==> config.mk <==
export PLATFORM = sky130hd
export DESIGN_NAME = lsu_bus_wb_gen
export DESIGN_NICKNAME = d
export VERILOG_FILES = /design/src/rtl/lsu_bus_wb_gen_pkg.sv /design/src/rtl/lsu_bus_ctx_fifo.sv /design/src/rtl/lsu_bus_wb_gen.sv
export SDC_FILE = /design/constraint.sdc
export NUM_CORES = 1
export LEC_CHECK = 0
export CAP_MARGIN = 20
export CORE_MARGIN = 1
export CORE_UTILIZATION = 53
export CTS_CLUSTER_DIAMETER = 150
export DETAILED_ROUTE_END_ITERATION = 8
export GPL_TIMING_DRIVEN = 0
export HOLD_SLACK_MARGIN = 0.02
export PLACE_DENSITY = 0.79
export SLEW_MARGIN = 25
export SYNTH_ARGS = -nofsm -noshare
export SYNTH_HDL_FRONTEND = slang
export SYNTH_SLANG_ARGS = --single-unit
==> constraint.sdc <==
create_clock -name clk -period 5.57 [get_ports clk]
set_clock_uncertainty 0.2 [all_clocks]
set_input_delay 1.3925 -clock clk [delete_from_list [all_inputs] [get_ports clk]]
set_output_delay 1.3925 -clock clk [all_outputs]
set_load 0.05 [all_outputs]
==> src/rtl/lsu_bus_wb_gen_pkg.sv <==
// Shared widths and encodings for the LSU bus writeback path.
// Every file of the block takes its default sizes and the access-size encoding from here.
package lsu_bus_wb_gen_pkg;

    localparam int DEF_XLEN               = 64;
    localparam int DEF_ROB_INDEX_WIDTH    = 6;
    localparam int DEF_PHY_REG_ADDR_WIDTH = 6;
    localparam int DEF_BUS_OUTSTANDING    = 4;

    typedef enum logic [1:0] {
        SIZE_BYTE  = 2'd0,
        SIZE_HALF  = 2'd1,
        SIZE_WORD  = 2'd2,
        SIZE_DWORD = 2'd3
    } size_e;

endpackage

==> src/rtl/lsu_bus_ctx_fifo.sv <==
// In-order context FIFO for outstanding bus requests.
// A push and a pop may share a cycle at any occupancy, including full.
module lsu_bus_ctx_fifo
    import lsu_bus_wb_gen_pkg::*;
#(
    parameter int DEPTH = DEF_BUS_OUTSTANDING,
    parameter int W     = 8
) (
    input  logic                         clk,
    input  logic                         rstn,
    input  logic                         clear,
    input  logic                         push,
    input  logic [W-1:0]                 push_data,
    input  logic                         pop,
    output logic [W-1:0]                 pop_data,
    output logic [$clog2(DEPTH+1)-1:0]   count
);
    localparam int PW = (DEPTH > 1) ? $clog2(DEPTH) : 1;
    localparam int CW = $clog2(DEPTH + 1);

    logic [W-1:0]  mem [DEPTH];
    logic [PW-1:0] wr_ptr;
    logic [PW-1:0] rd_ptr;

    // Explicit wrap keeps non-power-of-two depths correct.
    function automatic logic [PW-1:0] wrap_inc(input logic [PW-1:0] ptr);
        return (ptr == PW'(DEPTH - 1)) ? '0 : ptr + PW'(1);
    endfunction

    always_ff @(posedge clk or negedge rstn) begin
        if (!rstn) begin
            wr_ptr <= '0;
            rd_ptr <= '0;
            count  <= '0;
        end else if (clear) begin
            wr_ptr <= '0;
            rd_ptr <= '0;
            count  <= '0;
        end else begin
            if (push) wr_ptr <= wrap_inc(wr_ptr);
            if (pop)  rd_ptr <= wrap_inc(rd_ptr);
            count <= count + CW'(push) - CW'(pop);
        end
    end

    always_ff @(posedge clk) begin
        if (push) mem[wr_ptr] <= push_data;
    end

    assign pop_data = mem[rd_ptr];

endmodule

==> src/rtl/lsu_bus_wb_gen.sv <==
// Bus response writeback generator: pairs in-order bus responses with issued
// request contexts, formats load data and presents one completion at a time.
module lsu_bus_wb_gen
    import lsu_bus_wb_gen_pkg::*;
#(
    parameter int XLEN               = DEF_XLEN,
    parameter int ROB_INDEX_WIDTH    = DEF_ROB_INDEX_WIDTH,
    parameter int PHY_REG_ADDR_WIDTH = DEF_PHY_REG_ADDR_WIDTH,
    parameter int BUS_OUTSTANDING    = DEF_BUS_OUTSTANDING
) (
    input  logic                          clk,
    input  logic                          rstn,
    input  logic                          flush,
    input  logic                          lsq_req_vld_i,
    output logic                          lsq_req_rdy_o,
    input  logic [ROB_INDEX_WIDTH-1:0]    lsq_req_rob_index_i,
    input  logic [PHY_REG_ADDR_WIDTH-1:0] lsq_req_rd_addr_i,
    input  logic                          lsq_req_is_load_i,
    input  logic [1:0]                    lsq_req_size_i,
    input  logic                          lsq_req_sext_i,
    input  logic [2:0]                    lsq_req_offset_i,
    input  logic                          bus_resp_vld_i,
    output logic                          bus_resp_rdy_o,
    input  logic [XLEN-1:0]               bus_resp_data_i,
    output logic                          bus_wb_arb_wb_vld_o,
    output logic [ROB_INDEX_WIDTH-1:0]    bus_wb_arb_wb_rob_index_o,
    output logic                          bus_wb_arb_prf_wb_vld_o,
    output logic [PHY_REG_ADDR_WIDTH-1:0] bus_wb_arb_prf_wb_rd_addr_o,
    output logic [XLEN-1:0]               bus_wb_arb_prf_wb_data_o,
    input  logic                          wb_arb_bus_rdy_i
);
    localparam int CW = $clog2(BUS_OUTSTANDING + 1);

    typedef struct packed {
        logic [ROB_INDEX_WIDTH-1:0]    rob_index;
        logic [PHY_REG_ADDR_WIDTH-1:0] rd_addr;
        logic                          is_load;
        logic [1:0]                    size;
        logic                          sext;
        logic [2:0]                    offset;
    } ctx_t;

    localparam int CTX_W = $bits(ctx_t);

    ctx_t                          push_ctx;
    ctx_t                          head_ctx;
    logic [CW-1:0]                 ctx_count;
    logic [CW-1:0]                 discard_count;
    logic                          push;
    logic                          resp_hs;
    logic                          pop;
    logic                          drop;
    logic                          load_out;

    logic                          vld_p1;
    logic [ROB_INDEX_WIDTH-1:0]    rob_p1;
    logic [PHY_REG_ADDR_WIDTH-1:0] rd_p1;
    logic                          is_load_p1;
    logic [XLEN-1:0]               data_p1;

    function automatic logic [XLEN-1:0] format_load(input logic [XLEN-1:0] beat,
                                                    input logic [2:0]      offset,
                                                    input size_e           size,
                                                    input logic            sext);
        logic [XLEN-1:0] shifted;
        logic [XLEN-1:0] result;
        shifted = beat >> {offset, 3'b000};
        case (size)
            SIZE_BYTE: result = {{(XLEN-8){sext & shifted[7]}},   shifted[7:0]};
            SIZE_HALF: result = {{(XLEN-16){sext & shifted[15]}}, shifted[15:0]};
            SIZE_WORD: result = {{(XLEN-32){sext & shifted[31]}}, shifted[31:0]};
            default:   result = shifted;
        endcase
        return result;
    endfunction

    assign push_ctx = '{rob_index: lsq_req_rob_index_i,
                        rd_addr:   lsq_req_rd_addr_i,
                        is_load:   lsq_req_is_load_i,
                        size:      lsq_req_size_i,
                        sext:      lsq_req_sext_i,
                        offset:    lsq_req_offset_i};

    // Responses still owed to flushed requests occupy bus slots too.
    assign lsq_req_rdy_o  = ~flush & (({1'b0, ctx_count} + {1'b0, discard_count})
                                      < (CW+1)'(BUS_OUTSTANDING));
    assign bus_resp_rdy_o = (discard_count != '0)
                          | ((ctx_count != '0) & (~vld_p1 | wb_arb_bus_rdy_i));

    assign push     = lsq_req_vld_i & lsq_req_rdy_o;
    assign resp_hs  = bus_resp_vld_i & bus_resp_rdy_o;
    assign drop     = resp_hs & (discard_count != '0);
    assign pop      = resp_hs & (discard_count == '0);
    assign load_out = pop & ~flush;

    lsu_bus_ctx_fifo #(
        .DEPTH (BUS_OUTSTANDING),
        .W     (CTX_W)
    ) u_ctx_fifo (
        .clk       (clk),
        .rstn      (rstn),
        .clear     (flush),
        .push      (push),
        .push_data (push_ctx),
        .pop       (pop),
        .pop_data  (head_ctx),
        .count     (ctx_count)
    );

    // Any response accepted in the flush cycle is already paid for.
    always_ff @(posedge clk or negedge rstn) begin
        if (!rstn) begin
            discard_count <= '0;
        end else if (flush) begin
            discard_count <= discard_count + ctx_count - CW'(resp_hs);
        end else if (drop) begin
            discard_count <= discard_count - CW'(1);
        end
    end

    // ---- stage p1: completion register ----
    always_ff @(posedge clk or negedge rstn) begin
        if (!rstn) begin
            vld_p1 <= 1'b0;
        end else if (flush) begin
            vld_p1 <= 1'b0;
        end else if (load_out) begin
            vld_p1 <= 1'b1;
        end else if (wb_arb_bus_rdy_i) begin
            vld_p1 <= 1'b0;
        end
    end

    always_ff @(posedge clk) begin
        if (load_out) begin
            rob_p1     <= head_ctx.rob_index;
            rd_p1      <= head_ctx.rd_addr;
            is_load_p1 <= head_ctx.is_load;
            data_p1    <= format_load(bus_resp_data_i, head_ctx.offset,
                                      size_e'(head_ctx.size), head_ctx.sext);
        end
    end

    assign bus_wb_arb_wb_vld_o         = vld_p1;
    assign bus_wb_arb_wb_rob_index_o   = vld_p1 ? rob_p1 : '0;
    assign bus_wb_arb_prf_wb_vld_o     = vld_p1 & is_load_p1 & (rd_p1 != '0);
    assign bus_wb_arb_prf_wb_rd_addr_o = (vld_p1 & is_load_p1) ? rd_p1 : '0;
    assign bus_wb_arb_prf_wb_data_o    = (vld_p1 & is_load_p1) ? data_p1 : '0;

endmodule

### Word-level counts from Yosys, hierarchy flattened

Memory sizes are Yosys's and may differ from the RTL's.
Cells that the tools add are included.

| storage, ports and cells | value |
|---|---|
| bits of input ports | 89 |
| memories | 1 |
| bits in latches | 0 |
| bits in writable memories | 76 |
| register bits after elaboration | 88 |
| bits in read-only memories | 0 |

Memory list:

| name | depth | bits a word | read ports | clocked after Yosys merged registers in | wr ports | line | text |
|---|---|---|---|---|---|---|---|
| u_ctx_fifo.mem | 4 | 19 | 1 | 0 | 1 | lsu_bus_ctx_fifo.sv:21 | `logic [W-1:0] mem [DEPTH];` |

| operators by class | value |
|---|---|
| reductions and logical operators | 9 |
| add/subtract/negate cells | 8 |
| bitwise logic cells | 16 |
| $lt $le $gt $ge | 1 |
| divide/modulo/power cells | 0 |
| equal/unequal tests | 4 |
| mux-type cells | 18 |
| multiply operators | 0 |
| shift operators | 1 |

Operator list:

| kind | count |
|---|---|
| case mux 64 bit (3 select lines) | 1 |
| two-way mux 64 bit | 1 |
| right shift 64 x 6 -> 64 bit | 1 |
| bitwise AND 1 bit | 12 |
| two-way mux 2 bit | 6 |
| two-way mux 6 bit | 2 |
| two-way mux 3 bit | 3 |
| nonzero test 3 bit | 3 |
| equality test 2 bit (second input constant) | 3 |
| nonzero test 2 bit | 3 |
| nonzero test 6 bit | 1 |
| subtractor 3 x 1 -> 3 bit | 2 |
| two-way mux 1 bit | 5 |
| adder 2 x 1 -> 2 bit (second input constant) | 2 |
| adder 3 x 3 -> 4 bit | 1 |
| < comparator 4 x 3 -> 1 bit (second input constant) | 1 |
| adder 3 x 1 -> 3 bit | 1 |
| adder 3 bit | 1 |
| logical NOT 3 bit | 1 |
| subtractor 3 x 1 -> 3 bit (second input constant) | 1 |
| equality test 2 x 1 -> 1 bit (second input constant) | 1 |
| logical NOT 2 bit | 1 |
| inverter 1 bit | 2 |
| bitwise OR 1 bit | 2 |

### Longest topological paths before layout

| logic depth | value |
|---|---|
| word-level depth | 9 |
| gate-level depth with buffers | 11 |
| gate-level depth less buffers | 11 |

### Hierarchy

A second synthesis with hierarchy kept.

| second synthesis, totals | value |
|---|---|
| cell total of the unflattened synthesis | 632 |
| area, all modules | 8715.9 um^2 |

Modules (own cells, without submodules):

| module | cells each | sequential area each (um^2) | instances | area an instance (um^2) |
|---|---|---|---|---|
| lsu_bus_wb_gen | 496 | 2412.3 | 1 | 5547.8 |
| lsu_bus_ctx_fifo | 136 | 2457.4 | 1 | 3168.0 |

### Worst setup path after synthesis

No wires, ideal clock.

| timing | value |
|---|---|
| path kind | input to register |
| from | input port wb_arb_bus_rdy_i |
| to | register data_p1[0], enable pin |
| cell stages on the path | 4 |
| data required time | 4.857 ns |
| path slack | -1.539 ns |
| arrival time | 6.396 ns |
| path through | nor2b_1 o21ai_0 nand3_1 nor2_1 |

| on the way | value |
|---|---|
| word-level cells in the longest chain between the ends | 6 |

Ends and longest elaborated chain:

| what | line | text |
|---|---|---|
| start, declared | lsu_bus_wb_gen.sv:30 | `input logic wb_arb_bus_rdy_i` |
| bitwise OR 1 bit | lsu_bus_wb_gen.sv:88 | `\| ((ctx_count != '0) & (~vld_p1 \| wb_arb_bus_rdy_i));` |
| bitwise AND 1 bit | lsu_bus_wb_gen.sv:88 |  |
| bitwise OR 1 bit | lsu_bus_wb_gen.sv:88 |  |
| net bus_resp_rdy_o | lsu_bus_wb_gen.sv:23 | `output logic bus_resp_rdy_o,` |
| bitwise AND 1 bit | lsu_bus_wb_gen.sv:91 | `assign resp_hs = bus_resp_vld_i & bus_resp_rdy_o;` |
| bitwise AND 1 bit | lsu_bus_wb_gen.sv:93 | `assign pop = resp_hs & (discard_count == '0);` |
| bitwise AND 1 bit | lsu_bus_wb_gen.sv:94 | `assign load_out = pop & ~flush;` |
| net load_out | lsu_bus_wb_gen.sv:53 | `logic load_out;` |
| end signal, assigned | lsu_bus_wb_gen.sv:139 | `data_p1 <= format_load(bus_resp_data_i, head_ctx.offset,` |
| end, declared | lsu_bus_wb_gen.sv:59 | `logic [XLEN-1:0] data_p1;` |

The timed path passes the listed nets, and every way through them passes these cells.
A chain may end at the register's enable or synchronous reset.

### Final worst setup path

| timing | value |
|---|---|
| from | input port flush |
| to | output port lsq_req_rdy_o |

| on the way | value |
|---|---|
| word-level cells in the longest chain between the ends | 2 |

Ends and longest elaborated chain:

| what | line | text |
|---|---|---|
| start, declared | lsu_bus_wb_gen.sv:13 | `input logic flush,` |
| inverter 1 bit | lsu_bus_wb_gen.sv:85 | `assign lsq_req_rdy_o = ~flush & (({1'b0, ctx_count} + {1'b0, discard_count})` |
| bitwise AND 1 bit | lsu_bus_wb_gen.sv:85 |  |
| end, declared | lsu_bus_wb_gen.sv:15 | `output logic lsq_req_rdy_o,` |

Every way passes these cells.

==> results.rst <==
.. list-table::
   :header-rows: 1

   * - Metric
     - Value
   * - Initial standard-cell utilization of the core
     - around 55%
   * - Core box area
     - 16000 um2
   * - Highest clock rate
     - between 150 and 200 MHz
   * - Area leader, netlist
     - sky130_fd_sc_hd__edfxtp_1
   * - Number of synthesized flops with an enable pin
     - roughly 150
   * - Min-Delay Path Depth
     - 2
   * - Transition time at the pin with the least slew margin
     - approximately 1.0 ns
   * - Crit Path Category
     - input port to output port
   * - Sink count of the clock tree
     - between 150 and 200
   * - Post-detailed-route count of antenna-violating nets
     - 0
   * - Longest Clk Path Bufs
     - 2
   * - Post-layout nets
     - between 900 and 1000
   * - Total Power
     - 4.29 mW
   * - Post-synth cell types
     - 49
   * - Global-route congestion overflow total
     - 0
   * - Cells on worst reg2reg path
     - 7
   * - Portion of synthesized cell area occupied by the leading cell type
     - a little over half
   * - Number of hold buffers added after cts
     - 0
   * - Area delta synth->final
     - 29.7%
   * - Storage cell area
     - around 4900 um2
   * - Source of the worst hold timing path
     - discard_count[1]
   * - Quantity of gates resized following cts
     - 0
   * - Overall routing resource usage
     - between 30% and 40%
   * - Maximum number of pins on one net before global-route repair
     - 31
   * - Footprint of the multi-input gates
     - 3500 um2
   * - Worst min path class
     - flip-flop to flip-flop
   * - Yosys warning count
     - 0
   * - Initial antenna violation count
     - 0
   * - Number of fillers in the final layout
     - around 1100
   * - Crit-path max FO
     - 7
   * - Endpoint of the worst hold path
     - discard_count[1]
   * - Crit path setup slack, layout
     - roughly 0.18 ns
   * - Static leakage
     - 4.44 nW
   * - Wire length of the first global-routing pass
     - ~40 mm
   * - Num CTS Buffers
     - 17
   * - Worst path required time
     - a little under 4 ns
   * - Result of the run
     - completed
   * - Detailed placer's ending HPWL
     - 20.1 mm
   * - I/O Pins
     - 169
   * - TritonCTS clock tree
     - yes
   * - Crit share post-route
     - between 90% and 100%
   * - Number of design-rule violations left by the first detailed-router iteration
     - a little under 800
   * - Number of iterations in the first detailed-routing pass
     - 5
   * - Final hold violation count
     - 0
   * - Number of endpoints failing setup at the final stage
     - 0
   * - Net count after synthesis
     - a little under 800
   * - Clock transition at the registers of the reported paths
     - roughly 0.060 ns
   * - Final weighted congestion in routability-driven placement
     - between 0.9 and 1
   * - Leading cell types by total area after synthesis
     - sky130_fd_sc_hd__edfxtp_1, sky130_fd_sc_hd__mux2i_1, sky130_fd_sc_hd__and3_1, sky130_fd_sc_hd__mux4_2, sky130_fd_sc_hd__dfrtp_1
   * - Final-report max-slew violation count
     - 0
   * - Tightest slew margin relative to the limit
     - between 30 and 40%
   * - Input/output buffers
     - 168
   * - Power density cells
     - around 380 nW/um2
   * - Die X-Extent
     - between 100 and 150 um
   * - Via-per-instance ratio
     - ~6.2
   * - Unrepaired setup endpoints after global routing
     - no
   * - Endpoint class of the critical path
     - output port
   * - Synth Area per Inst
     - around 13 um2
   * - Site row count
     - between 40 and 50
   * - Critical path launch point type
     - input port
   * - TNS Setup
     - 0 ns
   * - Period minus WS final
     - 5.39 ns
   * - Reg-to-Reg Start
     - u_ctx_fifo.rd_ptr[0]
   * - Commonest register cell after synthesis
     - sky130_fd_sc_hd__edfxtp_1
   * - Clock network latency to the later pin of the worst-skew pair
     - ~0.44 ns
   * - Post-CTS setup buffer count
     - 0
   * - Wirelength, routed
     - 26.9 mm
   * - End of the worst register-to-register path
     - data_p1[0]
   * - Maximum level of the CTS H-tree
     - 4
   * - Total Die Area
     - between 15000 and 20000 um2
   * - Via count of the first global-routing pass
     - roughly 6700
   * - Async set-or-reset flop fraction in the synthesized netlist
     - around 6.7%
   * - Post-detailed-route DRC marker count
     - 0
   * - Antenna cells
     - 0
   * - Critical Path AT
     - 3.79 ns
   * - FF-to-FF setup slack
     - 2.28 ns
   * - Minimum hold slack
     - around 0.42 ns
   * - Die Y-Extent
     - between 100 and 150 um
   * - CTS Root Buffer Type
     - sky130_fd_sc_hd__clkbuf_16
   * - Maximum VDD drop
     - ~0.28 mV
   * - Max Cap Violations
     - 0
   * - Worst setup timing slack at the placement stage
     - around 0.2 ns
   * - WL per Instance
     - between 20 and 25 um
   * - Share of cells above drive strength 1
     - between 10% and 20%
   * - Sequential fraction of the synthesis area
     - between 50% and 60%
   * - Netlist area before placement
     - 8750 um2
   * - DR vias
     - 6746
   * - Synthesized flop and latch total
     - roughly 160
   * - Mapped Cells
     - roughly 680
## flip-flops by register name, summed over array words and instances (netlist names)
| name | count |
|---|---|
| u_ctx_fifo.mem | 76 |
| rob_p1 | 6 |
| data_p1 | 64 |
| discard_count | 3 |
| u_ctx_fifo.wr_ptr | 2 |
| u_ctx_fifo.count | 3 |
| is_load_p1 | 1 |
| rd_p1 | 6 |
| u_ctx_fifo.rd_ptr | 2 |
| bus_wb_arb_wb_vld_o | 1 |
## layout make-up
cell class	count	share of cell area, %
plain buffers	61	2.98
clock buffers	18	3.78
clock inverters	14	1.42
inverters	13	0.430
multi-input cells	440	30.9
flip-flops and latches	164	42.9
well taps	216	2.38
repair buffers	170	15.2
## power by group
part	internal [mW]	switching (mW)	leakage, nW
logic	0.597	0.911	2.61
registers	1.53	0.0596	1.54
clock network	0.639	0.552	0.288
## metrics by stage
step	instance area, um2	cells	util (%)
floorplan	8760	678	-
global placement	10700	1062	67.0
detailed placement	10800	1064	67.3
CTS	11400	1096	70.9
global route	11400	1096	70.9
finish	11400	1096	70.9
## how the worst max path moves through the flow
stage	start	to	slack (ns)	cells past startpoint
after floorplan	wb_arb_bus_rdy_i	data_p1[0]	0.57	4
after global placement	flush	lsq_req_rdy_o	0.23	4
after detailed placement	flush	lsq_req_rdy_o	0.20	4
after CTS	flush	lsq_req_rdy_o	0.19	4
after global routing	flush	lsq_req_rdy_o	0.08	4
final	flush	lsq_req_rdy_o	0.18	4
## cell usage after synthesis, drive strengths merged, types with 2 or more instances
master,count
a211oi,8
a21oi,12
a22oi,7
and2,8
and3,74
buf,35
clkbuf,26
dfrtp,11
edfxtp,153
fa,2
ha,13
inv,13
mux2,8
mux2i,80
mux4,19
nand2,46
nand2b,13
nand3,10
nand3b,3
nand4,32
nor2,20
nor2b,15
nor3,2
nor3b,3
o2111ai,8
o21ai,13
o22ai,10
o2bb2ai,14
o31ai,3
or2,2
or3,2
or4,2
xnor2,4
xor2,2
## routing by layer
| metal | global-route usage (%) | up-vias | part of all wire (%) |
|---|---|---|---|
| met5 | 0 | - | 0 |
| met4 | 14.3 | 0 | 3.8 |
| met3 | 5.54 | 82 | 6.6 |
| met2 | 56.5 | 373 | 51 |
| met1 | 40.9 | 3278 | 39 |
| li1 | - | 3013 | - |
## logic make-up after synthesis
group	after synthesis	share of synthesized area, %
adder cells (fa/ha/maj)	15	2.32
buffers and inverters	74	4.42
multiplexers	107	15.3
AO/OA/AOI/OAI	79	6.86
AND/OR/NAND/NOR	233	14.9
flip-flops	164	55.6
XOR/XNOR	6	0.600
## critical path, stage by stage
cell	delay (ns)
sky130_fd_sc_hd__clkdlybuf4s50_1	0.54
sky130_fd_sc_hd__or4_1	0.59
sky130_fd_sc_hd__a31oi_1	0.38
sky130_fd_sc_hd__clkdlybuf4s50_1	0.90
## layout by cell type, fill, tap and decap left out, drive strengths merged, types with 3 or more instances in the layout
cell type / instances
a211oi: 8
a21oi: 12
a22oi: 7
and2: 8
and3: 74
buf: 37
clkbuf: 44
clkdlybuf4s50: 168
clkinv: 4
dfrtp: 11
edfxtp: 153
ha: 13
inv: 21
mux2: 8
mux2i: 80
mux4: 19
nand2: 46
nand2b: 13
nand3: 10
nand3b: 3
nand4: 32
nor2: 20
nor2b: 15
nor3b: 3
o2111ai: 8
o21ai: 13
o22ai: 10
o2bb2ai: 14
o31ai: 3
xnor2: 4
(Power assumes the default switching activity.)
